===== config.mk =====
export PLATFORM = sky130hd
export DESIGN_NAME = regfile_scoreboard
export DESIGN_NICKNAME = d
export VERILOG_FILES = /design/src/rtl/regfile_scoreboard.sv
export SDC_FILE = /design/constraint.sdc
export NUM_CORES = 2
export LEC_CHECK = 0
export ABC_CLOCK_PERIOD_IN_PS = 4700
export CAP_MARGIN = 20
export CORE_UTILIZATION = 43
export CTS_CLUSTER_DIAMETER = 200
export DETAILED_ROUTE_END_ITERATION = 10
export PLACE_DENSITY_LB_ADDON = 0.05
export SYNTH_ARGS = -nofsm -noshare
export SYNTH_HDL_FRONTEND = slang
export SYNTH_SLANG_ARGS = --single-unit

===== constraint.sdc =====
create_clock -name clk -period 4.7 [get_ports clk]
set_input_delay 0.94 -clock clk [delete_from_list [all_inputs] [get_ports clk]]
set_output_delay 0.94 -clock clk [all_outputs]
set_load 0.01 [all_outputs]

===== src/rtl/regfile_scoreboard.sv =====
// regfile_scoreboard: parametrised register bank with a hardwired-zero r0 and
// a per-register pending-write counter. Decode uses the counter through the
// rd_busy outputs to stall issue, and through iss_ready to avoid overflowing it.
// Optional macro REGFILE_BYPASS_EN adds a write-through path from the writeback
// port to both read ports. The default build, with the macro undefined, has no
// bypass.
module regfile_scoreboard #(
  parameter int DATA_W = 32,
  parameter int NREG   = 32,
  parameter int ADDR_W = $clog2(NREG),
  parameter int CNT_W  = 2
) (
  input  logic              clk,
  input  logic              reset,
  input  logic [ADDR_W-1:0] rd_addr1,
  input  logic [ADDR_W-1:0] rd_addr2,
  output logic [DATA_W-1:0] rd_data1,
  output logic [DATA_W-1:0] rd_data2,
  output logic              rd_busy1,
  output logic              rd_busy2,
  input  logic              iss_en,
  input  logic [ADDR_W-1:0] iss_addr,
  output logic              iss_ready,
  input  logic              wr_en,
  input  logic [ADDR_W-1:0] wr_addr,
  input  logic [DATA_W-1:0] wr_data,
  output logic              err_underflow
);

  localparam logic [CNT_W-1:0] CNT_MAX = '1;
  localparam logic [CNT_W-1:0] CNT_ONE = CNT_W'(1);

  logic [DATA_W-1:0] regs [NREG];
  logic [CNT_W-1:0]  cnt  [NREG];

  logic              retire;
  logic              iss_acc;
  logic              underflow_now;
  logic [NREG-1:0]   inc_vec;
  logic [NREG-1:0]   dec_vec;

  // A writeback to r0 carries no data and retires nothing.
  assign retire  = wr_en && (wr_addr != '0);

  // A saturated counter can still take an issue if a retire frees a slot in the same cycle.
  assign iss_ready = (iss_addr == '0) || (cnt[iss_addr] != CNT_MAX) ||
                     (retire && (wr_addr == iss_addr));
  assign iss_acc   = iss_en && iss_ready && (iss_addr != '0);

  // An issue and a retire on the same register cancel, so only a lone retire can underflow.
  assign underflow_now = retire && !(iss_acc && (iss_addr == wr_addr)) &&
                         (cnt[wr_addr] == '0);

  // One-hot increment/decrement requests per register.
  always_comb begin
    inc_vec = '0;
    dec_vec = '0;
    if (iss_acc) inc_vec[iss_addr] = 1'b1;
    if (retire)  dec_vec[wr_addr]  = 1'b1;
  end

  function automatic logic [DATA_W-1:0] read_data(input logic [ADDR_W-1:0] a);
    logic [DATA_W-1:0] d;
    d = '0;
    if (reset && (a != '0)) begin
      d = regs[a];
`ifdef REGFILE_BYPASS_EN
      if (retire && (wr_addr == a)) d = wr_data;
`endif
    end
    return d;
  endfunction

  function automatic logic read_busy(input logic [ADDR_W-1:0] a);
    logic b;
    b = 1'b0;
    if (reset && (a != '0)) begin
      b = (cnt[a] != '0);
`ifdef REGFILE_BYPASS_EN
      // The last pending write lands this cycle, so the reader sees it through the bypass.
      if (retire && (wr_addr == a) && (cnt[a] == CNT_ONE) &&
          !(iss_acc && (iss_addr == a)))
        b = 1'b0;
`endif
    end
    return b;
  endfunction

  // Combinational read ports; r0 and the reset state always read as idle zero.
  always_comb begin
    rd_data1 = read_data(rd_addr1);
    rd_data2 = read_data(rd_addr2);
    rd_busy1 = read_busy(rd_addr1);
    rd_busy2 = read_busy(rd_addr2);
  end

  // Register storage: a retiring writeback updates its destination.
  always_ff @(posedge clk or negedge reset) begin
    if (!reset) begin
      for (int i = 0; i < NREG; i++) regs[i] <= '0;
    end else if (retire) begin
      regs[wr_addr] <= wr_data;
    end
  end

  // Pending-write counters and the sticky underflow flag.
  always_ff @(posedge clk or negedge reset) begin
    if (!reset) begin
      for (int i = 0; i < NREG; i++) cnt[i] <= '0;
      err_underflow <= 1'b0;
    end else begin
      for (int i = 0; i < NREG; i++) begin
        if (inc_vec[i] && !dec_vec[i])
          cnt[i] <= cnt[i] + CNT_ONE;
        else if (dec_vec[i] && !inc_vec[i] && (cnt[i] != '0))
          cnt[i] <= cnt[i] - CNT_ONE;
      end
      if (underflow_now) err_underflow <= 1'b1;
    end
  end

endmodule


# == Yosys cells after proc, flatten, opt, wreduce, memory -nomap -nowiden ==
# Index checks and enable logic that the tools add are counted.
# classes
div,0
eq_ne,3
bitwise,4
shift,0
n_reduce_logical,247
multipliers,0
mux,95
order_cmp,9
addsub,64
# ops
operator,count
$bwmux 1024,1
$bmux 32 s5,2
$mux 32,9
$demux 32 s5,1
$mux 2,72
$reduce_bool 2->1,66
$logic_and 1x1->1,108
$logic_not 1->1,65
$add 2x1->2 const B,32
$sub 2x1->2 const B,32
$bmux 2 s5,4
$ge 6x6->1 const B,4
$not 5->6,4
$reduce_bool 5->1,4
$lt 5x6->1 const B,2
$demux 1 s5,2
$eq 5x5->1,2
$ge 5x1->1 const B,2
$lt 6x1->1 const B,1
$logic_not 5->1,1
$mux 1,4
$logic_not 2->1,1
$logic_or 1x1->1,2
$ne 2x2->1 const B,1
# word_totals
inputBits,56
mem_bits_rw,0
memories,0
latchBits,0
register_bits,1089
mem_bits_ro,0
out_inout_bits,68

# == Longest topological paths before layout ==
# depth
ltp_word,15
mapped_depth,14

# == Worst setup path before layout ==
# Ideal clock, no wire load.
# synth_timing
kind,input port to output port
from,input port rd_addr1[0]
to,output port rd_data1[20]
path_stages,8
n_path_buf,3
arrival_time_ns,3.259
slack_ns,0.501
t_required_ns,3.760
cell_sequence,clkbuf_1 -> buf_1 -> buf_1 -> mux4_2 -> a221oi_1 -> nor2_1 -> a21oi_1 -> nor2_1
# synth_between
elab_chain_len,5
word_cells_on_any_way,7
classes_between,mux (4); bitwise (1); reduce/logical (2)
# synth_rtl
item,line,text
from (decl),15,"input logic [ADDR_W-1:0] rd_addr1,"
$not 5->6 (implied by the code),66,d = regs[a];
$bmux 32 s5,66,
$mux 32 (implied by the code) (2 in a row),66,
$mux 32 (*),65,if (reset && (a != '0)) begin
to (decl),17,"output logic [DATA_W-1:0] rd_data1,"
# Every way passes the cells marked *; elsewhere a longest branch is shown, timed or not. The select of a mux whose other input is x is not followed.

# == Worst setup path after layout ==
# Ends and elaborated chain as after synthesis.

==> reports/qor.yml <==
grt_max_degree: 163
drtAntennaViolNets: 0
maxSlewViolCount: 0
overflow: 0
coreArea_mm2: 0.138
reg2reg_from: "cnt[50]"
grt_pass1_vias: 43812
cts_tree: "yes"
finalInstanceArea_mm2: 0.0695
cts_buffers: 131
path_class: "primary input to output pin"
maxCapViolations: 0
r2r_setup_slack_ns: 1.53
skew_ns: 0.0128
place_area_mm2: 0.0648
synth_simple_gate_area_share_pct: 9.49
ys_ff_latch: 1089
worst_slew_pin_slew_ns: 1.12
rows: 136
drive_gt1_share_pct: 33.0
dieArea_mm2: 0.140
relSlewSlack_pct: 25.4
outcome: "finished clean"
synthAdderAreaFrac_pct: 0
syn_inst: 5113
synth_compound_area_share_pct: 6.72
syn_to_final_growth_pct: 16.3
ys_async_sr_fraction_pct: 100
clk_latency_ns: 0.78
tns_ns: 0
grtUsageMet3_pct: 4.84
grt_pass1_wl_um: 328000
syn_avg_cell_area_um2: 11.7
synth_top_family_by_area: "multiplexers"
clock.fmax_mhz: 216
crit_path_end_kind: "output pin"
routed_wl_um: 226000
crit_arrival_ns: 3.69
reg2regPathDepth: 9
leakagePower_nw: 30.8
gr-usage-met1_pct: 46.4
synth_nets: 5169
cp_data_required_time_ns: 3.76
path_clk_slew_ns: 0.06
muxShareOfSynthArea_pct: 34.2
rr_endpoint: "cnt[42]"
rsz0062_at_grt: "false"
mappedNetlistArea_mm2: 0.0598
place.gp.congestion: 0.874
viasPerCell: 6.35
min_period_ns: 4.63
cts-root-buf: "clkbuf_16"
synth_seq_area_share_pct: 45.6
hpwlAfterDp_um: 136000
worstPathMaxFanout: 18
cts.sinks: 1089
yosysUniqueCellTypes: 53
clk_path_buf_depth: 3
grtUsageMet2_pct: 50.3
ctsHtreeMaxLevel: 4
dp.cells: 6799
ys.flop_type: "dfrtp_1"
powerDensity_mw_per_mm2: 412
busiest_layer: "met2"
synth_edf_count: 0
die_y_um: 375
first_iter_violations: 4867
hold_viol: 0
startpoint: "rd_addr1[0]"
die_x_um: 375
wl_per_cell_um: 32.0
io_pins: 124
start_kind: "primary input"
ir_drop_v: 0.000251
portBuffers: 123
min_path_type: "primary input to asynchronous set/reset pin"
final_cells: 7047
grtUsageTotal_pct: 32.3
start_util_pct: 43.4
num-nets-final: 5212
setup_viol: 0
ctsHoldBuffers: 0
period_share_pct: 98.5
ys_warn_count: 0
first_pass_iters: 5
crit_end: "rd_data1[20]"
post-route-util_pct: 50.5
drc_errors: 0
antenna_found_initial: 10
synth-xor-area-share_pct: 0.513
num_vias: 44773
kinds of logic (layout without fill, tap and decap cells):
family | count (synthesis) | count (layout)
DFF | 1089 | 1089
AOI/OAI and AO/OA | 618 | 618
and+or+nand+nor | 1379 | 1379
xor gates and xnor gates | 35 | 35
buffers and inverters | 529 | 664
muxes | 1463 | 1463
other | 0 | 5
critical path, cell delays in order:
cell and delay, ns:
buf_8 0.21, buf_12 0.24, buf_12 0.18, mux4_2 0.50, mux4_2 0.49, a21oi_2 0.34
nor2_1 0.13, buf_4 0.15, clkdlybuf4s50_1 0.46
metal layers:
layer / part of all wire (%) / wire, µm / vias to the layer above
li1: - / - / 18810
met1: 44 / 98900 / 23756
met2: 46 / 105000 / 1829
met3: 6.7 / 15000 / 378
met4: 3.2 / 7150 / 0
met5: 0 / 0 / -
worst min-delay path by stage:
stage,start,to,slack (ns)
floorplan,regs[1006],regs[1006],0.45
global placement,regs[999],regs[999],0.38
detailed placement,regs[1001],regs[1001],0.39
CTS,reset,cnt[31],0.03
global route,reset,cnt[31],0.06
finish,reset,cnt[21],0.07
metrics by stage:
| stage | power (mW) | hold slack (ns) | setup slack (ns) |
|---|---|---|---|
| 6_report | 28.7 | 0.0659 | 0.0691 |
| 3_5_place_dp | 18.5 | 0.388 | -0.0848 |
| 3_3_place_gp | 18.4 | 0.383 | -0.104 |
| 4_1_cts | 28.7 | 0.0305 | 0.0213 |
| 5_1_grt | 29.9 | 0.0568 | 0.0164 |
| 2_1_floorplan | 16.4 | 0.445 | 0.501 |
placed cells by master, fill, tap and decap left out, types with 7 or more instances in the layout:
master | Yosys | layout
nand3b_1 | 7 | 7
inv_1 | 16 | 16
o22ai_1 | 99 | 99
nor4_2 | 7 | 7
o21ai_0 | 71 | 71
nand2_1 | 988 | 979
nor2_1 | 207 | 178
a221oi_1 | 22 | 22
a21oi_1 | 209 | 206
o221ai_1 | 85 | 85
nor4_1 | 9 | 9
nand3_1 | 15 | 14
nand2_4 | 0 | 7
clkbuf_1 | 408 | 29
buf_4 | 0 | 195
nand2b_1 | 17 | 16
clkbuf_16 | 0 | 139
clkinv_2 | 0 | 16
buf_8 | 0 | 9
and3_1 | 16 | 16
o211ai_1 | 12 | 12
a211oi_1 | 55 | 55
mux4_2 | 386 | 386
buf_12 | 2 | 88
or3_1 | 25 | 23
clkbuf_8 | 0 | 29
nor2_4 | 0 | 29
clkdlybuf4s50_1 | 0 | 111
inv_6 | 0 | 10
xnor2_1 | 32 | 32
nor3_1 | 57 | 57
a311oi_1 | 38 | 38
mux2i_1 | 308 | 308
buf_16 | 0 | 10
mux2_2 | 769 | 769
dfrtp_1 | 1089 | 1089
cells in the mapped netlist (3+ instances only):
cell type / count / area (µm²)
a311oi_1: 38 / 333
clkbuf_1: 408 / 1530
nor4_2: 7 / 87.6
mux2_2: 769 / 8660
nand3b_1: 7 / 52.6
and3_1: 16 / 100
a22o_1: 6 / 52.6
nor2b_1: 8 / 50.1
dfrtp_1: 1089 / 27300
xor2_1: 3 / 26.3
nor4_4: 3 / 63.8
o221ai_1: 85 / 744
nor3_1: 57 / 285
a221oi_1: 22 / 193
o22ai_1: 99 / 619
or2_2: 5 / 31.3
buf_2: 23 / 115
a22oi_1: 4 / 30.0
buf_6: 4 / 45.0
nor2_1: 207 / 777
nand2_1: 988 / 3710
inv_1: 16 / 60.1
or3_1: 25 / 156
or3b_2: 4 / 35.0
a211oi_1: 55 / 413
nand2b_1: 17 / 106
nor4_1: 9 / 56.3
a21oi_1: 209 / 1050
mux2i_1: 308 / 3080
xnor2_1: 32 / 280
o21ai_0: 71 / 355
buf_1: 76 / 285
nand3_1: 15 / 75.1
a211o_1: 4 / 35.0
nand4_1: 3 / 18.8
mux4_2: 386 / 8690
o211ai_1: 12 / 90.1
power by group:
part / total [mW] / leakage, nW / switching [mW] / internal (mW)
combinational: 5.97 / 14.6 / 2.69 / 3.28
clock: 10.2 / 2.08 / 4.23 / 5.95
sequential: 12.5 / 14.0 / 1.40 / 11.1
final cells by class:
class	instances	area [µm²]
multi-input cells	3495	30800
inverters	16	60.1
repair buffers	423	4920
fillers	12036	68200
clock buffers	191	3850
flip-flops and latches	1089	27300
clock inverters	34	362
diodes	5	12.5
well taps	1794	2240
timing repair:
item | CTS | global route
resized for setup | 1 | 2
setup endpoints to repair | 1 | 2
buffers inserted | 0 | 0
hold endpoints to repair | 0 | 0
sequential cells by signal, summed over array words and instances (netlist names):
register	count
cnt	64
err_underflow	1
regs	1024
Power figures use the tool's default switching activity.
